==> src/rtl/autenticacao_pkg.sv <==
// Shared types and constants for the sequential code-authentication block.
// Holds the FSM state encoding, the status display segment patterns and
// the state-to-pattern mapping used by the top-level output register.
package autenticacao_pkg;

   typedef enum logic [2:0] {
      IDLE    = 3'd0,
      ENTRY   = 3'd1,
      CHECK   = 3'd2,
      GRANT   = 3'd3,
      DENY    = 3'd4,
      LOCKOUT = 3'd5
   } state_t;

   // Segment patterns, bit 6 = segment a down to bit 0 = segment g
   localparam logic [6:0] SEG_DASH = 7'b0000001;
   localparam logic [6:0] SEG_H    = 7'b0110111;
   localparam logic [6:0] SEG_A    = 7'b1110111;
   localparam logic [6:0] SEG_E    = 7'b1001111;
   localparam logic [6:0] SEG_L    = 7'b0001110;

   // Display pattern shown while the FSM sits in a given state
   function automatic logic [6:0] seg_for_state(input state_t s);
      logic [6:0] seg;
      case (s)
         IDLE:    seg = SEG_DASH;
         ENTRY:   seg = SEG_H;
         CHECK:   seg = SEG_H;
         GRANT:   seg = SEG_A;
         DENY:    seg = SEG_E;
         LOCKOUT: seg = SEG_L;
         default: seg = SEG_DASH;
      endcase
      return seg;
   endfunction

endpackage

==> src/rtl/autenticacao_timer.sv <==
// Loadable down-counter with a done flag. The authentication FSM loads it
// when entering GRANT, DENY or LOCKOUT and leaves the state once done is
// seen, so a load of N-1 keeps the state for exactly N cycles.
module autenticacao_timer #(
   parameter int WIDTH = 4
) (
   input  logic             clk,
   input  logic             rst,
   input  logic             load,
   input  logic [WIDTH-1:0] load_value,
   output logic             done
);

   logic [WIDTH-1:0] count;

   // Load has priority; otherwise count down and park at zero
   always_ff @(posedge clk or posedge rst) begin
      if (rst) begin
         count <= '0;
      end else if (load) begin
         count <= load_value;
      end else if (count != '0) begin
         count <= count - 1'b1;
      end
   end

   assign done = (count == '0);

endmodule

==> src/rtl/autenticacao_sequencial.sv <==
// Clocked code-authentication block. Digits arrive one per digit_valid
// strobe and are compared against the stored CODE. The full code length is
// always collected before judging, so a wrong digit never shortens entry.
// Failed attempts are counted and MAX_TRIES failures cause a timed lockout.
// All outputs are registered from the next state so they line up with it.
module autenticacao_sequencial
   import autenticacao_pkg::*;
#(
   parameter int                         DIGIT_W     = 3,
   parameter int                         CODE_LEN    = 4,
   parameter logic [CODE_LEN*DIGIT_W-1:0] CODE       = 12'h3D5,
   parameter int                         MAX_TRIES   = 3,
   parameter int                         HOLD_CYCLES = 4,
   parameter int                         LOCK_CYCLES = 16
) (
   input  logic                           clk,
   input  logic                           rst,
   input  logic [DIGIT_W-1:0]             digit_in,
   input  logic                           digit_valid,
   input  logic                           clear,
   output logic                           granted,
   output logic                           denied,
   output logic                           locked,
   output logic [$clog2(MAX_TRIES+1)-1:0] tries_left,
   output logic [6:0]                     P
);

   localparam int TRIES_W   = $clog2(MAX_TRIES + 1);
   localparam int IDX_W     = (CODE_LEN > 1) ? $clog2(CODE_LEN) : 1;
   localparam int TIMER_MAX = (HOLD_CYCLES > LOCK_CYCLES) ? HOLD_CYCLES : LOCK_CYCLES;
   localparam int TIMER_W   = (TIMER_MAX > 1) ? $clog2(TIMER_MAX) : 1;

   localparam logic [IDX_W-1:0]   LAST_IDX  = IDX_W'(CODE_LEN - 1);
   localparam logic [TRIES_W-1:0] TRIES_MAX = TRIES_W'(MAX_TRIES);
   localparam logic [TIMER_W-1:0] HOLD_LOAD = TIMER_W'(HOLD_CYCLES - 1);
   localparam logic [TIMER_W-1:0] LOCK_LOAD = TIMER_W'(LOCK_CYCLES - 1);

   state_t               state, state_next;
   logic [IDX_W-1:0]     idx, idx_next;
   logic                 mismatch, mismatch_next;
   logic [TRIES_W-1:0]   tries_next;
   logic [DIGIT_W-1:0]   digit_ref;
   logic                 timer_load;
   logic [TIMER_W-1:0]   timer_value;
   logic                 timer_done;

   autenticacao_timer #(
      .WIDTH(TIMER_W)
   ) u_timer (
      .clk        (clk),
      .rst        (rst),
      .load       (timer_load),
      .load_value (timer_value),
      .done       (timer_done)
   );

   // State, entry bookkeeping and the registered status outputs
   always_ff @(posedge clk or posedge rst) begin
      if (rst) begin
         state      <= IDLE;
         idx        <= '0;
         mismatch   <= 1'b0;
         tries_left <= TRIES_MAX;
         granted    <= 1'b0;
         denied     <= 1'b0;
         locked     <= 1'b0;
         P          <= SEG_DASH;
      end else begin
         state      <= state_next;
         idx        <= idx_next;
         mismatch   <= mismatch_next;
         tries_left <= tries_next;
         granted    <= (state_next == GRANT);
         denied     <= (state_next == DENY);
         locked     <= (state_next == LOCKOUT);
         P          <= seg_for_state(state_next);
      end
   end

   // Next-state logic; strobes outside IDLE/ENTRY are simply dropped
   always_comb begin
      state_next    = state;
      idx_next      = idx;
      mismatch_next = mismatch;
      tries_next    = tries_left;
      timer_load    = 1'b0;
      timer_value   = HOLD_LOAD;
      digit_ref     = CODE[DIGIT_W*int'(idx) +: DIGIT_W];

      case (state)
         IDLE: begin
            if (clear) begin
               idx_next      = '0;
               mismatch_next = 1'b0;
            end else if (digit_valid) begin
               mismatch_next = (digit_in != digit_ref);
               if (CODE_LEN == 1) begin
                  idx_next   = '0;
                  state_next = CHECK;
               end else begin
                  idx_next   = IDX_W'(1);
                  state_next = ENTRY;
               end
            end
         end
         ENTRY: begin
            if (clear) begin
               idx_next      = '0;
               mismatch_next = 1'b0;
               state_next    = IDLE;
            end else if (digit_valid) begin
               mismatch_next = mismatch | (digit_in != digit_ref);
               if (idx == LAST_IDX) begin
                  idx_next   = '0;
                  state_next = CHECK;
               end else begin
                  idx_next   = idx + 1'b1;
               end
            end
         end
         CHECK: begin
            timer_load  = 1'b1;
            timer_value = HOLD_LOAD;
            if (mismatch) begin
               state_next = DENY;
               tries_next = tries_left - 1'b1;
            end else begin
               state_next = GRANT;
               tries_next = TRIES_MAX;
            end
         end
         GRANT: begin
            if (timer_done) begin
               idx_next      = '0;
               mismatch_next = 1'b0;
               state_next    = IDLE;
            end
         end
         DENY: begin
            if (timer_done) begin
               idx_next      = '0;
               mismatch_next = 1'b0;
               if (tries_left == '0) begin
                  timer_load  = 1'b1;
                  timer_value = LOCK_LOAD;
                  state_next  = LOCKOUT;
               end else begin
                  state_next  = IDLE;
               end
            end
         end
         LOCKOUT: begin
            if (timer_done) begin
               tries_next = TRIES_MAX;
               state_next = IDLE;
            end
         end
         default: begin
            idx_next      = '0;
            mismatch_next = 1'b0;
            state_next    = IDLE;
         end
      endcase
   end

endmodule

==> config.mk <==
export PLATFORM = sky130hd
export DESIGN_NAME = autenticacao_sequencial
export DESIGN_NICKNAME = d
export VERILOG_FILES = /design/src/rtl/autenticacao_pkg.sv /design/src/rtl/autenticacao_timer.sv /design/src/rtl/autenticacao_sequencial.sv
export SDC_FILE = /design/constraint.sdc
export NUM_CORES = 1
export LEC_CHECK = 0
export ABC_AREA = 1
export ABC_CLOCK_PERIOD_IN_PS = 4290
export CORE_AREA = 2 2 53 55
export DETAILED_ROUTE_END_ITERATION = 10
export DIE_AREA = 0 0 55 57
export PLACE_DENSITY = 0.73
export SLEW_MARGIN = 15
export SYNTH_ARGS = -nofsm -noshare
export SYNTH_HDL_FRONTEND = slang
export SYNTH_HIERARCHICAL = 1
export SYNTH_SLANG_ARGS = --single-unit
export TNS_END_PERCENT = 100
==> constraint.sdc <==
create_clock -name clk -period 4.29 [get_ports clk]
set_input_delay 0.6435 -clock clk [delete_from_list [all_inputs] [get_ports clk]]
set_output_delay 0.6435 -clock clk [all_outputs]
set_load 0.01 [all_outputs]
Word level (Yosys, flattened, before mapping)

Index checks and enable logic that the tools add are counted.

Register bits after elaboration: 22
Input port bits: 7
Word-level logic and storage cells: 79
Output and inout bits: 12

Bitwise operators: 2
Multipliers: 1
Eq/ne operators: 16
$add $sub $neg: 3
Shifts and indexed selects: 1
Muxes and demuxes: 35
Reductions and logical operators: 12

Operators with widths:

| kind                      | number |
|---|---|
| $pmux W7 S4               | 1 |
| $mux W3                   | 9 |
| $mux W4                   | 5 |
| $mux W2                   | 8 |
| $pmux W3 S5               | 1 |
| $eq A3 B2 Y1 const B      | 4 |
| $eq A3 B3 Y1 const B      | 4 |
| $shiftx A12 B5 Y3 const A | 1 |
| $pmux W2 S4               | 1 |
| $reduce_or A2 Y1          | 4 |
| $mux W1                   | 7 |
| $eq A3 B1 Y1 const B      | 2 |
| $ne A3 B3 Y1 const B      | 2 |
| $logic_not A4 Y1          | 1 |
| $mul A2 B2 Y4 const A     | 1 |
| $pmux W1 S4               | 1 |
| $pmux W2 S2               | 1 |
| $reduce_and A4 Y1         | 1 |
| $reduce_bool A2 Y1        | 2 |
| $reduce_bool A4 Y1        | 1 |
| $sub A4 B1 Y4 const B     | 1 |
| $logic_not A3 Y1          | 1 |
| $ne A3 B3 Y1              | 1 |
| $add A2 B1 Y2 const B     | 1 |
| 9 further kinds           | 9 |

Depth between registers and ports, before layout

Gate-level depths: netlist (run 1).

Depth after elaboration: 8
Gate-level depth with buffers: 13
Mapped depth without buffers: 13

Modules after synthesis

The synthesis (run 1) kept the hierarchy.

Modules (own cells, without submodules):

| module                  | times used | cells an instance | seq. area each (um^2) | area an instance (um^2) |
|---|---|---|---|---|
| autenticacao_sequencial | 1          | 131               | 404.1                 | 989.7 |
| autenticacao_timer      | 1          | 38                | 100.1                 | 259.0 |

Least setup slack after synthesis (run 1)

No wires, ideal clock.

Path type: reg-to-reg
From: reg u_timer.count[0]
To: reg u_timer.count[3]
Arrival time: 1,514 ps
Data required time: 4,173 ps
Slack: 2,659 ps
Stages on the path, launching flop included: 14
Buffers on the path: 0
Clock period less this slack: 1,631 ps
Library setup time: 117 ps
Path through: dfrtp_1 inv_1 ha_1 nand2_2 inv_1 nand2_1 nor2_1 nand2_1 nand2_1 inv_2 nand2_1 inv_1 nand2_1 nand2_1

Longest elaborated chain between the ends: 4
Elaborated cells on any way between the ends: 10
Those cells by class: add/sub: 1; mux: 6; reduce/logical: 3

RTL lines:

| element                                       | line                           | RTL |
|---|---|---|
| start, declared                               | autenticacao_timer.sv:14       | `logic [WIDTH-1:0] count;` |
| start signal, assigned                        | autenticacao_timer.sv:21       | `count <= load_value;` |
| start signal, assigned                        | autenticacao_timer.sv:23       | `count <= count - 1'b1;` |
| $logic_not A4 Y1 (*)                          | autenticacao_timer.sv:27       | `assign done = (count == '0);` |
| via timer_done                                | autenticacao_sequencial.sv:45  | `logic timer_done;` |
| $mux W1 (*)                                   | autenticacao_sequencial.sv:140 | `if (timer_done) begin` |
| $pmux W1 S2 (*)                               | autenticacao_sequencial.sv:90  | `case (state)` |
| via timer_load                                | autenticacao_sequencial.sv:43  | `logic timer_load;` |
| $mux W4 or $reduce_bool A2 Y1 (tied branches) | n/a                            |  |

Mark *: on every way through the listed nets, which the timed path passes. The rest lies on a longest branch. The select of a mux whose other input is x is not followed.
A chain may end at the register's enable or synchronous reset.

Final worst setup path (run 1)

From: reg tries_left[1]
To: out tries_left[1]

RTL lines:

| element                | line                          | RTL |
|---|---|---|
| start, declared        | autenticacao_sequencial.sv:24 | `output logic [$clog2(MAX_TRIES+1)-1:0] tries_left,` |
| start signal, assigned | autenticacao_sequencial.sv:72 | `tries_left <= tries_next;` |

No word-level cell between the ends.

==> results of run 1 <==
==> registers in the layout (all words and copies together), names as in the netlist <==
register       cells
locked             1
mismatch           1
tries_left         2
idx                2
P                  5
state              3
granted            1
denied             1
u_timer/count      4
==> per-stage QoR <==
step                      utilization [%]  hold slack, ps
after floorplan                         -             410
after global placement               54.7             492
after detailed placement             54.7             520
after CTS                            56.7             533
after global routing                 56.7             545
final                                56.7             527
==> area by class of cell <==
class / instances / area (um2) / area share, %
Clock buffer: 3 / 22.5 / 1.52
Clock inverter: 1 / 30.0 / 2.03
Inverter: 28 / 105 / 7.09
Multi-Input combinational cell: 117 / 602 / 40.6
Sequential cell: 20 / 504 / 34.0
Tap cell: 31 / 38.8 / 2.62
Timing Repair Buffer: 18 / 180 / 12.2
==> per-layer routing <==
layer  wire length (um)  part of all wire, %
met1               1040                   44
met5                  0                    0
met4                 32                  1.3
met2               1200                   50
met3                111                  4.7
==> power by group through the flow <==
stage | logic (uW) | clock network (uW) | registers, uW
floorplan | 359 | 0 | 327
detailed placement | 480 | 0 | 344
finish | 477 | 156 | 340
global route | 542 | 167 | 351
global placement | 465 | 0 | 340
CTS | 483 | 158 | 340
==> final timing paths <==
kind | startpoint | end | slack [ps] | cells past startpoint
worst max-delay path | tries_left[1] | tries_left[1] | 2250 | 1
worst min-delay path | rst | u_timer/count[1] | 530 | 2
worst max register to register | u_timer/count[0] | u_timer/count[3] | 2420 | 13
worst min register to register | tries_left[1] | tries_left[1] | 530 | 2
max in group asynchronous | rst | mismatch | 3160 | 2
min in group clk | tries_left[1] | tries_left[1] | 530 | 2
==> synth_stat cells, types with 3 or more instances <==
cell type,n
buf_4,4
dfrtp_1,17
dfstp_2,3
ha_1,6
inv_1,23
inv_2,5
nand2_1,53
nand2_2,3
nand3_1,15
nor2_1,10
nor2_2,8
o21ai_0,3
o21ai_1,4
==> kinds of logic after synthesis <==
group	Yosys count
AND/OR/NAND/NOR	96
buffers and inverters	33
flip-flops	20
AO/OA/AOI/OAI	9
adder cells (fa/ha/maj)	6
XOR/XNOR	4
other	1
==> impl_metrics.json, run 1 <==
{
  "status": "finished, final reports clean",
  "worst_pin_slew_ps": 620,
  "hpwlAfterDp_um": 1860,
  "crit_path_start_kind": "flop",
  "ys_warn_count": 6,
  "clk_latency_ps": 310,
  "cts.sinks": 20,
  "max_freq_ghz": 0.490,
  "ys_seq_area_share_pct": 40.4,
  "p_seq_share_pct": 34.9,
  "timing.slew.headroom_pct": 58.6,
  "critPathMaxFanout": 3,
  "synth_edf_count": 0,
  "die_x_um": 55,
  "synthTopCellsByArea": "dfrtp_1, nand2_1, inv_1",
  "use_met3_pct": 2.36,
  "cts_hold_buf": 0,
  "synthXorXnorAreaFrac_pct": 2.81,
  "drc": 0,
  "nets": 201,
  "cp.arrival_ps": 1400,
  "synth_compound_area_share_pct": 3.81,
  "overflow": 0,
  "path_cells": "clkdlybuf4s50_1",
  "dieArea_um2": 3140,
  "synth_top_family_by_area": "simple AND/OR/NAND/NOR gates",
  "endpoint_kind": "output port",
  "final_common_cell": "nand2_1",
  "grt_pass1_vias": 982,
  "coreArea_um2": 2620,
  "postCtsSetupBuffers": 0,
  "cp_top_family": "flip-flops",
  "grt_max_degree": 17,
  "place_worst_setup_slack_ps": 2340,
  "post-route-period-util_pct": 47.6,
  "setup-tns-final_ps": 0,
  "cts_root_buf": "clkbuf_4",
  "pwr_density_cell_nw_per_um2": 657,
  "firstDrtPassIters": 4,
  "use_met2_pct": 28.7,
  "portBuffers": 18,
  "met1_usage_pct": 22.1,
  "grt.total_usage_pct": 17.3,
  "p_int_uw": 572,
  "muxShareOfSynthArea_pct": 0,
  "path_buf_inv": 1,
  "synthAdderAreaFrac_pct": 6.01,
  "grt_first_pass_wirelength_um": 4020,
  "p_sw_share_pct": 41.2,
  "slowest_delay_ps": 560,
  "p_switching_uw": 402,
  "final_hold_viol_count": 0,
  "critPathRequiredTime_ps": 3650,
  "ant_nets": 0,
  "row_count": 19,
  "post_cts_resized": 0,
  "p_comb_share_pct": 49.0,
  "cts_buffers": 3,
  "cts_tree": "built",
  "avgSynthCellArea_um2": 7.39,
  "dpl-instance-area_um2": 1430,
  "die_h_um": 57,
  "clock_power_share_pct": 16.1,
  "area_growth_pct": 18.7,
  "grt_setup_unrepaired": "no",
  "syn_inst": 169,
  "synth_area_um2": 1250,
  "drtIter0Drc": 31,
  "io_pins": 19,
  "grt_antenna_before_repair": 0,
  "maxCapViolations": 0,
  "peakVddDrop_v": 0.000356,
  "htreeDepth": 1,
  "clk_path_buf_depth": 2,
  "synth_top_area_share_pct": 34.1,
  "final_cells": 218,
  "slew_viol_final": 0,
  "p_total_uw": 974,
  "vias": 1071,
  "yosys_most_used_dff": "dfrtp_1",
  "ys_types": 24,
  "start_util_pct": 47.8,
  "crit_slowest_cell": "dfstp_2",
  "finClkSkew_ps": 11.3,
  "place_inst": 214,
  "setup_viol_count_final": 0,
  "synth_simple_gate_area_share_pct": 35.0,
  "wl_per_cell_um": 10.9,
  "final_cell_area_um2": 1480,
  "drive_gt1_share_pct": 13.9,
  "gp_congestion": 0.827,
  "path_clk_slew_ps": 130,
  "async_flop_share_pct": 100,
  "hold_path_class": "input port to async pin",
  "via_per_inst": 4.91,
  "fin_crit_ps": 2040,
  "totalWireLength_um": 2380,
  "synth_seq_cells": 20,
  "leakagePower_uw": 0.000806,
  "top_usage_layer": "met2",
  "diodes": 0,
  "criticalPathCategory": "flop to output port",
  "layout_setup_ws_ps": 2250,
  "layout_common_cells": "nand2_1, inv_1, clkdlybuf4s50_1",
  "fillers": 265,
  "synth_top_area_cell": "dfrtp_1"
}
No activity file was read; power rests on OpenSTA's default activity.
==> run 2, diff against run 1 <==
- ABC_CLOCK_PERIOD_IN_PS: 4290 -> 1820
- CORE_AREA: 2 2 53 55 -> 2 2 55 57
- DIE_AREA: 0 0 55 57 -> 0 0 57 59
- PLACE_DENSITY: 0.73 -> 0.72
- clock period: 4.29 -> 1.82 ns (I/O delays scaled with it)
==> run 2 against run 1 <==
  * Sequential share of layout area is 0.68 points lower
  * Core utilization is 0.88 points lower
  * Hold slack worse by 360 ps
  * Global-route usage is 0.18 points higher
  * Final cell count is 0.92% higher
  * Register-to-register slack worse by 2200 ps
  * First-iteration DRC count is 55% higher
  * Clock power is 140% higher
  * Sequential power is 140% higher
  * Worst setup slack worse by 2100 ps
  * Routed wire length is 8.2% higher
  * Clock skew is 9.3 ps lower
  * Largest cell class unchanged
==> impl_metrics.json, run 2 (synthesis gave the netlist of run 1 again) <==
{
  "status": "finished, final reports clean",
  "dieArea_um2": 3360,
  "diodes": 0,
  "top_regs": "P x5, u_timer/count x4, state x3",
  "drc": 0,
  "slowest_delay_ps": 560,
  "cts.sinks": 20,
  "slew_viol_final": 0,
  "timing.slew.headroom_pct": 59.1,
  "clk_latency_ps": 310,
  "cts_buffers": 3,
  "setup_viol_count_final": 0,
  "layout_common_cells": "nand2_1, inv_1, clkdlybuf4s50_1",
  "crit_slowest_cell": "dfstp_2",
  "start_util_pct": 46.1,
  "die_h_um": 59,
  "grt_max_degree": 17,
  "multiInputGateArea_um2": 617,
  "hpwlAfterDp_um": 1990,
  "leakagePower_uw": 0.000810,
  "peakVddDrop_v": 0.000898,
  "row_count": 19,
  "hold_path_class": "input port to async pin",
  "critPathMaxFanout": 3,
  "p_total_uw": 2370,
  "overflow": 0,
  "cts_root_buf": "clkbuf_4",
  "grt_setup_unrepaired": "no",
  "final_cell_area_um2": 1510,
  "setup-tns-final_ps": 0,
  "worst_pin_slew_ps": 613,
  "largest_reg_flops": 5,
  "grt_first_pass_wirelength_um": 4530,
  "coreArea_um2": 2710,
  "cts_tree": "built",
  "p_seq_share_pct": 33.9,
  "final_common_cell": "nand2_1",
  "cp.arrival_ps": 1390,
  "dpl-instance-area_um2": 1440,
  "clk_path_buf_depth": 2,
  "path_clk_slew_ps": 120,
  "criticalPathCategory": "flop to output port",
  "wl_per_cell_um": 11.7,
  "firstDrtPassIters": 4,
  "gp_congestion": 0.893,
  "cts_hold_buf": 0,
  "fin_crit_ps": 1670,
  "fillers": 266,
  "die_x_um": 57,
  "p_int_uw": 1380,
  "drive_gt1_share_pct": 17.5,
  "path_buf_inv": 1,
  "final_hold_viol_count": 0,
  "p_switching_uw": 983,
  "crit_path_start_kind": "flop",
  "vias": 1077,
  "htreeDepth": 1,
  "maxCapViolations": 0,
  "path_cells": "clkdlybuf4s50_1",
  "portBuffers": 18,
  "endpoint_kind": "output port",
  "critPathRequiredTime_ps": 1550,
  "clock_power_share_pct": 15.5,
  "io_pins": 19,
  "post-route-period-util_pct": 91.5,
  "max_freq_ghz": 0.600,
  "cp_top_family": "flip-flops",
  "grt_antenna_before_repair": 0,
  "p_comb_share_pct": 50.6,
  "regMostFlops": "P",
  "area_growth_pct": 21.1,
  "p_sw_share_pct": 41.5,
  "nets": 203,
  "ant_nets": 0,
  "final-seq-area_um2": 504,
  "grt_pass1_vias": 1061,
  "totalWireLength_um": 2570,
  "drtIter0Drc": 48,
  "finClkSkew_ps": 2.09,
  "pwr_density_cell_nw_per_um2": 1560,
  "via_per_inst": 4.90,
  "grt.total_usage_pct": 17.4
}
-- run 2: cell count changes in the layout (fill, tap and decap cells not counted), sizes merged --
cell / previous run / this run
buf: 0 / 2
-- run 2: power groups by stage --
stage          combinational, uW  clock, uW  sequential, uW
2_1_floorplan                846          0             770
5_1_grt                     1350        391             827
4_1_cts                     1150        376             802
3_3_place_gp                1100          0             799
6_report                    1200        367             802
3_5_place_dp                1140          0             812
-- run 2: layout make-up --
cell class / count / share of cell area (%)
multi-input cells: 117 / 40.8
flip-flops and latches: 20 / 33.3
repair buffers: 20 / 12.9
inverters: 28 / 6.95
well taps: 31 / 2.56
clock inverters: 1 / 1.99
clock buffers: 3 / 1.49
-- run 2: path summary, 6_finish.rpt --
check | start | to | slack, ps | cells after the start
max | tries_left[1] | tries_left[1] | 150 | 1
min | rst | u_timer/count[1] | 160 | 2
max reg2reg | u_timer/count[1] | P[6] | 200 | 13
min reg2reg | tries_left[1] | tries_left[1] | 530 | 2
max in group asynchronous | rst | P[2] | 1070 | 2
min in group clk | tries_left[1] | tries_left[1] | 530 | 2
-- run 2: routing by layer --
metal  vias up  routed length, um  GRT usage [%]
met1       494               1070           20.1
met5         -                  0              0
met3         6                111           2.84
met4         0                 35           6.64
met2        27               1350           32.3
li1        550                  -              -
-- run 2: per-stage QoR --
step	setup WS, ps	instances	hold WS (ps)	util, %
4_1_cts	12.5	219	172	55.0
3_3_place_gp	156	215	489	53.0
3_5_place_dp	33.6	215	506	53.0
5_1_grt	32.5	220	205	55.8
6_report	154	220	163	55.8
2_1_floorplan	189	170	39.1	-
-- run 2: repair_timing --
| action | in CTS | in global routing |
|---|---|---|
| resized for setup | 0 | 6 |
| buffers inserted | 0 | 1 |
| hold endpoints to repair | 0 | 0 |
| endpoints found under the setup margin | 0 | 10 |
